### src/rtl/timer_pkg.sv
// Shared definitions for the TC0/TC1 timer responders and the bridge decode.
// Word offsets are addr[3:2]; CTRL bit positions and mode encodings live here.
package timer_pkg;

    typedef enum logic [1:0] {
        ST_IDLE = 2'd0,
        ST_LOAD = 2'd1,
        ST_CNT  = 2'd2,
        ST_INT  = 2'd3
    } timer_state_t;

    localparam logic [1:0] REG_CTRL   = 2'd0;
    localparam logic [1:0] REG_PRESET = 2'd1;
    localparam logic [1:0] REG_COUNT  = 2'd2;

    localparam int CTRL_ENABLE   = 0;
    localparam int CTRL_MODE_LSB = 1;
    localparam int CTRL_MODE_MSB = 2;
    localparam int CTRL_IM       = 3;

    localparam logic [1:0] MODE_ONESHOT = 2'b00;
    localparam logic [1:0] MODE_RELOAD  = 2'b01;

endpackage

### src/rtl/timer_counter.sv
// Memory-mapped down-counter timer: CTRL/PRESET/COUNT registers, a four-state
// sequencing FSM and a combinational read mux. intreq = irq flag AND IM.
//
// state   | meaning
// IDLE    | waiting for Enable
// LOAD    | COUNT <= PRESET
// CNT     | counting down; leaves on disable or terminal count
// INT     | terminal count reached; one-shot drops Enable, auto-reload drops the flag
module timer_counter
    import timer_pkg::*;
(
    input  logic        clk,
    input  logic        reset,
    input  logic [31:0] addr,
    input  logic        we,
    input  logic [31:0] wdata,
    output logic [31:0] rdata,
    output logic        intreq
);

    timer_state_t state;
    logic         enable;
    logic [1:0]   mode;
    logic         im;
    logic [31:0]  preset;
    logic [31:0]  count;
    logic         irq_flag;

    logic [1:0]   word_sel;
    logic         wr_ctrl;
    logic         wr_preset;
    logic         irq_set;
    logic         unused_addr;

    assign word_sel    = addr[3:2];
    assign unused_addr = ^{addr[31:4], addr[1:0]};
    assign wr_ctrl     = we && (word_sel == REG_CTRL);
    assign wr_preset   = we && (word_sel == REG_PRESET);

    // Terminal count; PRESET = 0 lands here too, so it behaves like PRESET = 1.
    assign irq_set = (state == ST_CNT) && enable && (count <= 32'd1);

    always_ff @(posedge clk or negedge reset) begin
        if (!reset) begin
            state    <= ST_IDLE;
            enable   <= 1'b0;
            mode     <= MODE_ONESHOT;
            im       <= 1'b0;
            preset   <= 32'd0;
            count    <= 32'd0;
            irq_flag <= 1'b0;
        end else begin
            case (state)
                ST_IDLE: begin
                    if (enable) state <= ST_LOAD;
                end
                ST_LOAD: begin
                    count <= preset;
                    state <= ST_CNT;
                end
                ST_CNT: begin
                    if (!enable) begin
                        state <= ST_IDLE;
                    end else if (count > 32'd1) begin
                        count <= count - 32'd1;
                    end else begin
                        count    <= 32'd0;
                        irq_flag <= 1'b1;
                        state    <= ST_INT;
                    end
                end
                ST_INT: begin
                    if (mode == MODE_RELOAD) irq_flag <= 1'b0;
                    else                     enable   <= 1'b0;
                    state <= ST_IDLE;
                end
                default: state <= ST_IDLE;
            endcase

            // CPU writes come last so they override the FSM's Enable clear.
            if (wr_ctrl) begin
                enable <= wdata[CTRL_ENABLE];
                mode   <= wdata[CTRL_MODE_MSB:CTRL_MODE_LSB];
                im     <= wdata[CTRL_IM];
            end
            if (wr_preset) preset <= wdata;
            // A terminal count on the same edge beats the software clear.
            if ((wr_ctrl || wr_preset) && !irq_set) irq_flag <= 1'b0;
        end
    end

    always_comb begin
        rdata = 32'd0;
        case (word_sel)
            REG_CTRL:   rdata = {28'd0, im, mode, enable};
            REG_PRESET: rdata = preset;
            REG_COUNT:  rdata = count;
            default:    rdata = 32'd0;
        endcase
    end

    assign intreq = irq_flag & im;

endmodule
### config.mk
export PLATFORM = sky130hd
export DESIGN_NAME = timer_counter
export DESIGN_NICKNAME = d
export VERILOG_FILES = /design/src/rtl/timer_pkg.sv /design/src/rtl/timer_counter.sv
export SDC_FILE = /design/constraint.sdc
export NUM_CORES = 1
export LEC_CHECK = 0
export ABC_AREA = 1
export CORE_AREA = 2 2 142 89
export DETAILED_ROUTE_END_ITERATION = 10
export DIE_AREA = 0 0 144 91
export GPL_TIMING_DRIVEN = 0
export HOLD_SLACK_MARGIN = 0.05
export MAX_ROUTING_LAYER = met4
export SYNTH_ARGS = -nofsm -noshare
export SYNTH_HDL_FRONTEND = slang
export SYNTH_SLANG_ARGS = --single-unit
### constraint.sdc
create_clock -name clk -period 2.2 [get_ports clk]
set_input_delay 0.66 -clock clk [delete_from_list [all_inputs] [get_ports clk]]
set_output_delay 0.66 -clock clk [all_outputs]
set_load 0.01 [all_outputs]
==> results.md <==
* Synthesized Nets at about 680
* Crit path kind: primary input to output pin
* Avg WL per Cell at 17.0 um
* Deepest clock path buffer count at 2
* Setup WS post-layout at between 60 and 70 ps
* First-pass DRT Iterations at 5
* Routability congestion estimate at ~0.9
* Filler cell count at roughly 1200
* Die ar. at 0.0131 mm2
* Layout cells sized above 1 at 0.208
* Place WS at -1200 ps
* Max stage delay on crit path at approximately 170 ps
* Synth unique cells at 32
* Antenna violations before repair at 0
* Register area share after synthesis at 0.396
* CTS H-tree lvls at 3
* Area grow syn2layout at 27.7%
* Top-area cell type share of the netlist area at 0.396
* First-pass GRT wire length at 22700 um
* Gate power share at 0.427
* Vias/cell at 5.18
* Number of enable flip-flop cells after synthesis at 0
* Number of global-route vias before repair at a little over 4000
* CTS buffer count at 9
* # diodes at 0
* PwrDens at 1130 mW/mm2
* Critical path buffers and inverters at 4
* Area leader, netlist: dfrtp_1
* Setup violations, final at 0
* Worst VDD drop at 434 uV
* Min cycle time layout at 2140 ps
* WL final at roughly 15000 um
* Cell Chain, Critical Path: buf_6 -> nor2_4 -> buf_12 -> clkinv_4 -> o22ai_1 -> buf_2
* Top FF cell, synth: dfrtp_1
* Unrepaired setup endpoints after global routing: false
* DR top layer: met4
* Ports at 100
* Largest net degree at the start of global routing at 38
* Initial Util at 0.382
* Post-synthesis compound-gate area fraction at 0.155
* MaxCap Viol Count at 0
* Die Y at 91 um
* Clock power share at 0.219
* Clock Pin Slew Worst Setup and Hold Paths at ~60 ps
* Crit path capture type: output pin
* CP max stage cell: buf_12
* Synth area leaders: dfrtp_1 (40%), nand2_1 (9.1%), nor2_1 (8.5%)
* Syn avg cell area at roughly 7.4 um2
* Max Freq at between 400 and 500 MHz
* Sequential share of power at 0.354
* # rows at 31
* Final nets at about 760
* Synth cell count leaders: nand2_1 (109), nor2_1 (102), inv_1 (79)
* Final instance area at 0.00573 mm2
* CTS tree: done
* Worst Setup SP: addr[3]
* Switching Share at 0.440
* CP top delay family: buffers and inverters
* CP startpoint kind: primary input
* Worst EP required at between 1500 and 2000 ps
* Metal-1 WL at ~7800 um
* Net load switching power at between 2 and 3 mW
* Worst Hold Class: primary input to async pin
* Clock Skews at around 6.2 ps
* Vias at 4474
* Crit Reg-Reg Startpoint: count[2]$_DFFE_PN0P_
* Final hold vios at 0
* GRT Resource Usage Total at 0.236
* Crit Path Max Fanout at 8
* Cell Area, Synth at approximately 0.0045 mm2
* Tot Pwr at about 6.5 mW
* GRT overflow at 0
* Routed length on met2 at 5840 um
* Residual DRC count at 0
* Arr. time, crit path at between 1000 and 1500 ps
* Internal at between 3 and 4 mW
* Post-synthesis mux area share at 0.0477
* Seq cells post-synth at just over 70
* Most numerous cell in the Yosys netlist: nand2_1
* Met3 wire len at 876 um
* Synth Instances at about 610
* Simple-gate share of the synthesized area at 0.286
* Post-Place Cell Area at 0.00540 mm2
* XOR/XNOR Fraction of Synth Area at 0.0156
* Die W at 144 um
* Final Util at 0.487
* Largest family of logic cells by synthesized area: simple AND/OR/NAND/NOR gates
* Slew @ Worst Pin at between 500 and 600 ps
* Fin. max-slew vios at 0
* Max-slew headroom at 0.619
* Core Region at approximately 0.012 mm2
* Status: completed
* Post-synthesis async set-or-reset flop share at 1.00
* CTS Sinks at 71
* Synth warn at 0
* Post-route ant nets at 0
* Starting DRC count in detailed routing at between 300 and 400
* PortBufs at around 70
* Synth Area in Adders at 0.00558
* Dpl hpwl at 11000 um
* Worst-Skew Late Latency at around 340 ps
* Clock root buffer master: clkbuf_16
* Hold-fix buffers, CTS at 0
* Leak at 2.61 nW
* Final period util at 0.972
-- power groups by stage --
stage / Combinational (mW) / Clock [mW] / Sequential [mW]
final: 2.77 / 1.42 / 2.29
after global routing: 3.09 / 1.50 / 2.34
after CTS: 2.73 / 1.44 / 2.27
after detailed placement: 2.77 / 0 / 2.29
after global placement: 2.70 / 0 / 2.28
after floorplan: 1.91 / 0 / 2.12
-- metal layers --
metal  track usage  up-vias
li1              -     2129
met1         0.374     2174
met2         0.311      158
met3        0.0432       13
met4        0.0392        0
met5             -        -
-- area by class of cell --
cell class,count,area [um2],area share
buffer,21,170,0.0297
clock buffer,14,284,0.0496
inverter,83,317,0.0553
multi-input combinational,433,2320,0.406
sequential,71,1780,0.310
tap,165,206,0.0360
timing repair buffer,75,641,0.112
timing repair inverter,1,8.76,0.00153
-- what timing repair did --
action	4_1_cts	5_1_grt
setup endpoints to repair	32	22
resized for setup	169	7
pin swaps	1	1
cloned	3	0
setup buffers	4	0
-- worst reg2reg max path, cell delays in order (launching register included) --
cell,delay (ps)
dfrtp_1,440
inv_2,140
nand3_1,210
nor2_1,260
nand2_1,270
nor2_1,250
nand3_1,120
nand3_2,90
a21oi_1,60
-- layout by cell type (no fill, tap or decap), drive strengths merged, types with 3 or more instances in the layout --
| cell type | count |
|---|---|
| nor2 | 117 |
| nand2 | 114 |
| inv | 82 |
| o21ai | 72 |
| dfrtp | 71 |
| buf | 54 |
| a21oi | 45 |
| clkdlybuf4s50 | 34 |
| nand3 | 33 |
| clkbuf | 22 |
| mux2 | 19 |
| o22ai | 10 |
| xor2 | 8 |
| nand4 | 4 |
| o211ai | 3 |
| nor3 | 3 |
-- worst paths after layout --
| kind | cells after the start | endpoint | slack, ps |
|---|---|---|---|
| max | 6 | rdata[7] | 60 |
| min | 1 | preset[21]$_DFFE_PN0P_ | 280 |
| max reg2reg | 8 | count[25]$_DFFE_PN0P_ | 240 |
| min reg2reg | 2 | preset[3]$_DFFE_PN0P_ | 490 |
| max in group asynchronous | 2 | count[11]$_DFFE_PN0P_ | 1340 |
| min in group clk | 2 | preset[3]$_DFFE_PN0P_ | 490 |
-- cell families (layout without fill, tap and decap cells) --
group,after synthesis,after routing
AOI/OAI and AO/OA,132,132
xor gates and xnor gates,8,8
adders and majority gates,2,2
buffers and inverters,104,194
DFF,71,71
muxes,19,19
and+or+nand+nor,272,272
-- metrics by stage --
step / hold WS [ps] / setup TNS [ps] / cells
6_report: 277 / 0 / 863
4_1_cts: 292 / 0 / 863
2_1_floorplan: 364 / 0 / 608
5_1_grt: 313 / 0 / 863
3_5_place_dp: 482 / -39380 / 843
3_3_place_gp: 485 / -189770 / 842
-- registers in the layout, summed over array words and instances (netlist names) --
| name | count |
|---|---|
| preset | 32 |
| count | 32 |
| irq_flag | 1 |
| state | 2 |
| enable | 1 |
| mode | 2 |
| im | 1 |
Note: power is estimated with default switching activity, not from simulation.
